## src/rtl/div_ctrl_pkg.sv

```systemverilog
// Shared types and defaults for the EX-stage divider controller and its HI/LO registers.
package div_ctrl_pkg;

  localparam int unsigned DataWDefault  = 32;
  localparam int unsigned MaxCycDefault = 40;

  typedef enum logic [1:0] {
    StIdle  = 2'd0,
    StRun   = 2'd1,
    StDone  = 2'd2,
    StAbort = 2'd3
  } div_state_e;

  typedef enum logic [1:0] {
    HiloHold = 2'd0,
    HiloCap  = 2'd1,
    HiloExt  = 2'd2
  } hilo_sel_e;

  // MTHI/MTLO comes from a younger instruction, so it beats a coincident divide capture.
  function automatic hilo_sel_e hilo_sel(input logic ext_we, input logic cap_en);
    if (ext_we) begin
      return HiloExt;
    end else if (cap_en) begin
      return HiloCap;
    end
    return HiloHold;
  endfunction

endpackage

```

## src/rtl/div_ctrl_if.sv

```systemverilog
// Pipeline and divider signals of the divider controller; slave is the controller side.
interface div_ctrl_if
  import div_ctrl_pkg::*;
#(
  parameter int unsigned DATA_W = DataWDefault
);
  logic              req_valid;
  logic              req_ready;
  logic              req_signed;
  logic [DATA_W-1:0] req_x;
  logic [DATA_W-1:0] req_y;
  logic              flush;
  logic              hi_we;
  logic              lo_we;
  logic [DATA_W-1:0] hilo_wdata;
  logic              stall;
  logic              done;
  logic              err;
  logic [DATA_W-1:0] hi;
  logic [DATA_W-1:0] lo;
  logic              dv_start;
  logic              dv_signed;
  logic [DATA_W-1:0] dv_x;
  logic [DATA_W-1:0] dv_y;
  logic              dv_rst;
  logic [DATA_W-1:0] dv_s;
  logic [DATA_W-1:0] dv_r;
  logic              dv_complete;

  modport master (
    output req_valid, req_signed, req_x, req_y, flush, hi_we, lo_we, hilo_wdata,
           dv_s, dv_r, dv_complete,
    input  req_ready, stall, done, err, hi, lo, dv_start, dv_signed, dv_x, dv_y, dv_rst
  );

  modport slave (
    input  req_valid, req_signed, req_x, req_y, flush, hi_we, lo_we, hilo_wdata,
           dv_s, dv_r, dv_complete,
    output req_ready, stall, done, err, hi, lo, dv_start, dv_signed, dv_x, dv_y, dv_rst
  );

endinterface

```

## src/rtl/div_ctrl_hilo_regs.sv

```systemverilog
// Architectural HI/LO registers: divide capture merged with MTHI/MTLO writes.
module div_ctrl_hilo_regs
  import div_ctrl_pkg::*;
#(
  parameter int unsigned DATA_W = DataWDefault
) (
  input  logic              clk,
  input  logic              rst,
  input  logic              cap_en,
  input  logic [DATA_W-1:0] cap_hi,
  input  logic [DATA_W-1:0] cap_lo,
  input  logic              hi_we,
  input  logic              lo_we,
  input  logic [DATA_W-1:0] wdata,
  output logic [DATA_W-1:0] hi,
  output logic [DATA_W-1:0] lo
);

  hilo_sel_e hi_sel, lo_sel;
  logic [DATA_W-1:0] hi_q, lo_q;

  assign hi_sel = hilo_sel(hi_we, cap_en);
  assign lo_sel = hilo_sel(lo_we, cap_en);

  always_ff @(posedge clk) begin
    if (rst) begin
      hi_q <= '0;
      lo_q <= '0;
    end else begin
      case (hi_sel)
        HiloExt: hi_q <= wdata;
        HiloCap: hi_q <= cap_hi;
        default: ;
      endcase
      case (lo_sel)
        HiloExt: lo_q <= wdata;
        HiloCap: lo_q <= cap_lo;
        default: ;
      endcase
    end
  end

  assign hi = hi_q;
  assign lo = lo_q;

endmodule

```

## src/rtl/div_ctrl.sv

```systemverilog
// EX-stage sequencer for the iterative divider: holds operands, captures HI/LO, stalls, aborts.
// Optional: define DIV_ZERO_FAST_EN to retire zero-divisor requests without starting the divider.
module div_ctrl
  import div_ctrl_pkg::*;
#(
  parameter int unsigned DATA_W  = DataWDefault,
  parameter int unsigned MAX_CYC = MaxCycDefault
) (
  input logic       div_clk,
  input logic       rst,
  div_ctrl_if.slave bus
);

  localparam int unsigned CntW = $clog2(MAX_CYC + 1);

  div_state_e        state_q;
  logic [CntW-1:0]   cnt_q, cnt_inc;
  logic [DATA_W-1:0] x_q, y_q;
  logic              signed_q, err_q;
  logic              accept, run_cap, fast_cap, cap_en;
  logic [DATA_W-1:0] cap_hi, cap_lo;

  assign accept  = (state_q == StIdle) && bus.req_valid && !bus.flush;
  assign cnt_inc = cnt_q + CntW'(1);

`ifdef DIV_ZERO_FAST_EN
  assign fast_cap = accept && (bus.req_y == '0);
`else
  assign fast_cap = 1'b0;
`endif

  // Flush discards a result that completes in the same cycle.
  assign run_cap = (state_q == StRun) && bus.dv_complete && !bus.flush;
  assign cap_en  = run_cap || fast_cap;
  assign cap_hi  = fast_cap ? bus.req_x : bus.dv_r;
  assign cap_lo  = fast_cap ? '1 : bus.dv_s;

  always_ff @(posedge div_clk) begin
    if (rst) begin
      state_q  <= StIdle;
      cnt_q    <= '0;
      err_q    <= 1'b0;
      x_q      <= '0;
      y_q      <= '0;
      signed_q <= 1'b0;
    end else begin
      case (state_q)
        StIdle: begin
          if (accept) begin
            x_q      <= bus.req_x;
            y_q      <= bus.req_y;
            signed_q <= bus.req_signed;
            cnt_q    <= '0;
            state_q  <= fast_cap ? StDone : StRun;
          end
        end
        StRun: begin
          cnt_q <= cnt_inc;
          if (bus.flush) begin
            state_q <= StAbort;
          end else if (bus.dv_complete) begin
            state_q <= StDone;
          end else if (cnt_inc == CntW'(MAX_CYC)) begin
            state_q <= StAbort;
            err_q   <= 1'b1;
          end
        end
        default: state_q <= StIdle;
      endcase
    end
  end

  assign bus.req_ready = (state_q == StIdle);
  assign bus.stall     = accept || (state_q == StRun);
  assign bus.done      = (state_q == StDone);
  assign bus.err       = err_q;
  assign bus.dv_start  = (state_q == StRun);
  assign bus.dv_rst    = rst || (state_q == StAbort);
  assign bus.dv_x      = x_q;
  assign bus.dv_y      = y_q;
  assign bus.dv_signed = signed_q;

  div_ctrl_hilo_regs #(
    .DATA_W(DATA_W)
  ) u_hilo (
    .clk   (div_clk),
    .rst   (rst),
    .cap_en(cap_en),
    .cap_hi(cap_hi),
    .cap_lo(cap_lo),
    .hi_we (bus.hi_we),
    .lo_we (bus.lo_we),
    .wdata (bus.hilo_wdata),
    .hi    (bus.hi),
    .lo    (bus.lo)
  );

endmodule
```

## src/flat_wrapper.sv

```systemverilog
// flat-port wrapper written by rule: the top's interface ports become plain ports
module div_ctrl_flat import div_ctrl_pkg::*;
#(
  parameter int unsigned DATA_W  = DataWDefault,
  parameter int unsigned MAX_CYC = MaxCycDefault
)
  (div_clk, rst, bus_req_valid, bus_req_signed, bus_req_x, bus_req_y, bus_flush, bus_hi_we, bus_lo_we, bus_hilo_wdata, bus_dv_s, bus_dv_r, bus_dv_complete, bus_req_ready, bus_stall, bus_done, bus_err, bus_hi, bus_lo, bus_dv_start, bus_dv_signed, bus_dv_x, bus_dv_y, bus_dv_rst);
  div_ctrl_if #(.DATA_W(DATA_W)) bus_i ();
  input logic div_clk;
  input logic rst;
  input wire logic [$bits(bus_i.req_valid)-1:0] bus_req_valid;
  input wire logic [$bits(bus_i.req_signed)-1:0] bus_req_signed;
  input wire logic [$bits(bus_i.req_x)-1:0] bus_req_x;
  input wire logic [$bits(bus_i.req_y)-1:0] bus_req_y;
  input wire logic [$bits(bus_i.flush)-1:0] bus_flush;
  input wire logic [$bits(bus_i.hi_we)-1:0] bus_hi_we;
  input wire logic [$bits(bus_i.lo_we)-1:0] bus_lo_we;
  input wire logic [$bits(bus_i.hilo_wdata)-1:0] bus_hilo_wdata;
  input wire logic [$bits(bus_i.dv_s)-1:0] bus_dv_s;
  input wire logic [$bits(bus_i.dv_r)-1:0] bus_dv_r;
  input wire logic [$bits(bus_i.dv_complete)-1:0] bus_dv_complete;
  output wire logic [$bits(bus_i.req_ready)-1:0] bus_req_ready;
  output wire logic [$bits(bus_i.stall)-1:0] bus_stall;
  output wire logic [$bits(bus_i.done)-1:0] bus_done;
  output wire logic [$bits(bus_i.err)-1:0] bus_err;
  output wire logic [$bits(bus_i.hi)-1:0] bus_hi;
  output wire logic [$bits(bus_i.lo)-1:0] bus_lo;
  output wire logic [$bits(bus_i.dv_start)-1:0] bus_dv_start;
  output wire logic [$bits(bus_i.dv_signed)-1:0] bus_dv_signed;
  output wire logic [$bits(bus_i.dv_x)-1:0] bus_dv_x;
  output wire logic [$bits(bus_i.dv_y)-1:0] bus_dv_y;
  output wire logic [$bits(bus_i.dv_rst)-1:0] bus_dv_rst;
  assign bus_i.req_valid = bus_req_valid;
  assign bus_i.req_signed = bus_req_signed;
  assign bus_i.req_x = bus_req_x;
  assign bus_i.req_y = bus_req_y;
  assign bus_i.flush = bus_flush;
  assign bus_i.hi_we = bus_hi_we;
  assign bus_i.lo_we = bus_lo_we;
  assign bus_i.hilo_wdata = bus_hilo_wdata;
  assign bus_i.dv_s = bus_dv_s;
  assign bus_i.dv_r = bus_dv_r;
  assign bus_i.dv_complete = bus_dv_complete;
  assign bus_req_ready = bus_i.req_ready;
  assign bus_stall = bus_i.stall;
  assign bus_done = bus_i.done;
  assign bus_err = bus_i.err;
  assign bus_hi = bus_i.hi;
  assign bus_lo = bus_i.lo;
  assign bus_dv_start = bus_i.dv_start;
  assign bus_dv_signed = bus_i.dv_signed;
  assign bus_dv_x = bus_i.dv_x;
  assign bus_dv_y = bus_i.dv_y;
  assign bus_dv_rst = bus_i.dv_rst;
  div_ctrl #(.DATA_W(DATA_W), .MAX_CYC(MAX_CYC)) u_core (.div_clk(div_clk), .rst(rst), .bus(bus_i));
endmodule
```

## config.mk

```make
export PLATFORM = sky130hd
export DESIGN_NAME = div_ctrl_flat
export DESIGN_NICKNAME = d
export VERILOG_FILES = /design/src/rtl/div_ctrl_pkg.sv /design/src/rtl/div_ctrl_if.sv /design/src/rtl/div_ctrl_hilo_regs.sv /design/src/rtl/div_ctrl.sv /design/src/flat_wrapper.sv
export SDC_FILE = /design/constraint.sdc
export NUM_CORES = 1
export LEC_CHECK = 0
export ABC_AREA = 1
export CAP_MARGIN = 25
export CORE_UTILIZATION = 42
export CTS_CLUSTER_DIAMETER = 100
export CTS_CLUSTER_SIZE = 40
export DETAILED_ROUTE_END_ITERATION = 8
export GPL_ROUTABILITY_DRIVEN = 0
export PLACE_DENSITY = 0.82
export SYNTH_ARGS = -nofsm -noshare
export SYNTH_HDL_FRONTEND = slang
export SYNTH_SLANG_ARGS = --single-unit
```

## constraint.sdc

```tcl
create_clock -name div_clk -period 3.7 [get_ports div_clk]
set_input_delay 0.925 -clock div_clk [delete_from_list [all_inputs] [get_ports div_clk]]
set_output_delay 0.925 -clock div_clk [all_outputs]
set_load 0.005 [all_outputs]
```

; Word-level counts from Yosys, hierarchy flattened
; Cells that the tools add are included.
[op_classes]
n_bitwise = 2
reduce_logical = 15
n_eq_ne = 10
addsub = 1
muxes = 17
[ops]
columns = operator, n
row1 = $pmux 32 s2, 2
row2 = $mux 2, 9
row3 = $pmux 6 s2, 1
row4 = $eq 2x2->1 const B, 4
row5 = $add 6x1->6 const B, 1
row6 = $eq 2x1->1 const B, 3
row7 = $eq 6x6->1 const B, 1
row8 = $mux 6, 1
row9 = $reduce_and 2->1, 3
row10 = $reduce_bool 2->1, 3
row11 = $logic_and 1x1->1, 4
row12 = $ne 4x3->1 const B, 1
row13 = $pmux 2 s2, 1
row14 = $reduce_and 4->1, 1
row15 = $mux 1, 3
row16 = $logic_not 2->1, 1
row17 = $logic_or 1x1->1, 2
row18 = $ne 2x1->1 const B, 1
row19 = $not 1->1, 2
row20 = $logic_not 1->1, 1
[word_totals]
word_cells = 53
reg_bits = 138
output_inout_bits = 135
input_bits = 168

; Longest topological paths before layout
[depth]
depth_word = 8
depth_mapped = 10
mapped_depth_nobuf = 9

; By module
; Synthesis repeated with hierarchy kept, for this count alone.
[unflattened]
cells_unflattened = 838
area_unflattened_um2 = 5830.6
[by_module_without_submodules]
columns = module, area_per_inst_um2, seq_area_each_um2, n_inst, cells_per_inst
row1 = div_ctrl_hilo_regs, 3064.2, 1281.2, 1, 486
row2 = div_ctrl, 2766.4, 1481.4, 1, 352

; Worst setup path after synthesis
; OpenSTA, ideal clock, no wires.
[synth_path]
kind = input to output
start = in rst
end = out bus_dv_rst
slack_ns = 1.153
n_path_buf = 2
cell_stages = 4
arrival_time_ns = 1.622
required_time_ns = 2.775
cell_sequence = inv_1 -> clkbuf_1 -> buf_2 -> o21ai_0
[synth_between]
elab_chain_cells = 1
[synth_lines]
columns = element, line
row1 = start: declaration, flat_wrapper.sv:10  ; input logic rst;
row2 = $logic_or 1x1->1, div_ctrl.sv:78  ; assign bus.dv_rst = rst || (state_q == StAbort);
row3 = end: declaration, flat_wrapper.sv:32  ; output wire logic [$bits(bus_i.dv_rst)-1:0] bus_dv_rst;
; No other way between the ends.

; Final worst setup path
[layout_path]
start = in bus_req_valid
end = out bus_stall
[layout_between]
elab_chain_cells = 3
[layout_lines]
columns = element, line
row1 = start: declaration, flat_wrapper.sv:11  ; input wire logic [$bits(bus_i.req_valid)-1:0] bus_req_valid;
row2 = $logic_and 1x1->1 (2 in a row), div_ctrl.sv:23  ; assign accept = (state_q == StIdle) && bus.req_valid && !bus.flush;
row3 = $logic_or 1x1->1, div_ctrl.sv:74  ; assign bus.stall = accept || (state_q == StRun);
row4 = end: declaration, flat_wrapper.sv:23  ; output wire logic [$bits(bus_i.stall)-1:0] bus_stall;
; No other way between the ends.

==> results.yml <==
finish:
  areaGrowthSynthToFinish_pct: 66.1
  antenna-diode-count: 0
  drive_gt1_share_pct: 4.80
  final_common_cell: "clkdlybuf4s50_1"
  stdcell_area_um2: 9330
  nets: 1280
  final_cell_mix: "clkdlybuf4s50_1, nand2_1, nor2_1, dfxtp_1, o21ai_0"
placed_design:
  dpl_cell_area_um2: 8730
  numPortBuffers: 302
  dpl.hpwl_mm: 13.1
clock_tree:
  post_cts_resized: 0
  postCtsSetupBuffers: 0
  clk_latency_ps: 420
  clkTransAtPathRegs_ps: 60
  cts.sinks: 138
  htreeDepth: 4
  cts_buffers: 17
  cts_tree: "built"
  clk_path_buf_depth: 2
  postCtsHoldBufs: 0
  root_buffer: "clkbuf_16"
timing:
  slew_violations: 0
  setup_tns_ps: 0
  finalHoldViolCount: 0
  rsz0062_at_grt: "no"
  slew-limit-headroom_pct: 56.8
  worst_slew_pin_slew_ps: 648
  fmax_ghz: 0.315
  fin_crit_ps: 3180
  period_share_pct: 85.9
  setup_viol: 0
  skew_ps: 6.35
synthesis:
  synth_area_um2: 5620
  ys_seq_area_share_pct: 49.2
  synth_fp_nets: 994
  synth_seq_cells: 138
  syn_area_per_cell_um2: 6.81
  ys_types: 22
  netlist_instances: 825
  yosysWarningCount: 0
worst_setup_path:
  cp_max_fo: 3
  arrival_ps: 2250
  critical_path_class: "input pin to output port"
  start_kind: "input pin"
  cp.required_ps: 2770
  cp-end-kind: "output port"
routing:
  post_drt_wl_per_cell_um: 14.7
  routed.top_layer: "met4"
  wl_met1_mm: 7.76
  drt_iter0_drc: 384
  wl_met3_mm: 1.73
  ant_nets: 0
  first_pass_iters: 5
  routed_wl_mm: 19.1
  vias_per_cell: 4.73
  dr_wl_met2_mm: 8.92
  drcViolationCount: 0
  via_count: 6130
floorplanning:
  coreArea_um2: 12800
  dieArea_um2: 13800
  num_rows: 41
  io_pins: 303
  start_util_pct: 43.8
  die_w_um: 118
  fp.dieH_um: 118
power_and_ir_drop:
  peakVddDrop_mv: 0.310
  p_int_mw: 3.06
  switching_share_pct: 23.9
  p_leak_nw: 4.29
  p_comb_share_pct: 16.2
  power_mw: 4.02
  p_seq_share_pct: 40.7
  power_density_nw_per_um2: 431
  p_sw_mw: 0.963
  clkPwrFrac_pct: 43.1
grt:
  antenna_found_initial: 0
  grt_max_degree: 78
  grt.total_usage_pct: 27.4
  grt-ovfl-total: 0
  grt_pass1_wl_mm: 29.8
  first_global_vias: 5780
min_path:
  hold_path_class: "register to register"
outcome:
  status: "finished clean"
run:
  drv_cap: 0
==> metrics by stage <==
stage,util [%],std cells,setup WS [ps],hold slack [ps]
finish,72.8,1296,523,463
global route,72.8,1296,423,494
CTS,72.8,1296,524,463
detailed placement,68.1,1264,524,452
global placement,68.1,1264,551,438
floorplan,-,825,1150,441
==> sequential cells by signal, summed over array words and instances (netlist names) <==
register and count:
u_core.u_hilo.hi 32, u_core.cnt_q 6, u_core.bus.dv_x 32, u_core.state_q 2, u_core.u_hilo.lo 32, u_core.bus.dv_signed 1, u_core.bus.err 1, u_core.bus.dv_y 32
==> synth_stat cells, drive strengths merged <==
cell	n	area (um^2)
a21oi	8	40.0
buf	26	143
clkbuf	20	75.1
dfxtp	138	2760
ha	1	12.5
inv	75	282
nand2	261	982
nand3	68	345
nand3b	1	7.51
nand4	1	6.26
nor2	148	571
nor3	4	20.0
nor4	1	6.26
o21ai	73	365
==> cell type report <==
type / count / area [um^2]
Sequential cell: 138 / 2760
Inverter: 75 / 283
Clock inverter: 13 / 150
Fill cell: 1040 / 3490
Multi-Input combinational cell: 566 / 2360
Timing Repair Buffer: 313 / 3110
Clock buffer: 19 / 453
Tap cell: 172 / 215
==> critical path: stages <==
cell	delay [ps]
clkdlybuf4s50_1	450
nand2_1	90
nor2_4	110
nor2_1	60
inv_1	100
clkdlybuf4s50_1	510
==> cells by family (layout without fill, tap and decap cells) <==
group           after synthesis  in the layout  share of synthesized area, %
simple gates                484            484                          34.5
flops                       138            138                          49.2
buf+inv                     121            420                          8.89
compound gates               81             81                          7.22
fa+ha+maj                     1              1                         0.223
==> power groups by stage <==
stage	clock [mW]	sequential [mW]	combinational (mW)
after floorplan	0	1.67	0.205
after global placement	0	1.66	0.648
after detailed placement	0	1.67	0.651
after CTS	1.75	1.64	0.657
after global routing	1.83	1.65	0.712
final	1.73	1.64	0.653
==> routing by layer <==
metal	vias to the layer above	track usage [%]
met1	2708	31.7
met3	42	9.64
met2	269	45.1
met5	-	0
met4	0	12.8
li1	3111	-
==> worst paths after layout <==
path / startpoint / to / slack (ps) / cells past startpoint
max: bus_req_valid / bus_stall / 520 / 6
min: u_core.bus.err / u_core.bus.err / 460 / 2
max reg2reg: u_core.state_q[1] / u_core.bus.dv_y[20] / 1760 / 8
min reg2reg: u_core.bus.err / u_core.bus.err / 460 / 2
No activity file was read; power rests on OpenSTA's default activity.
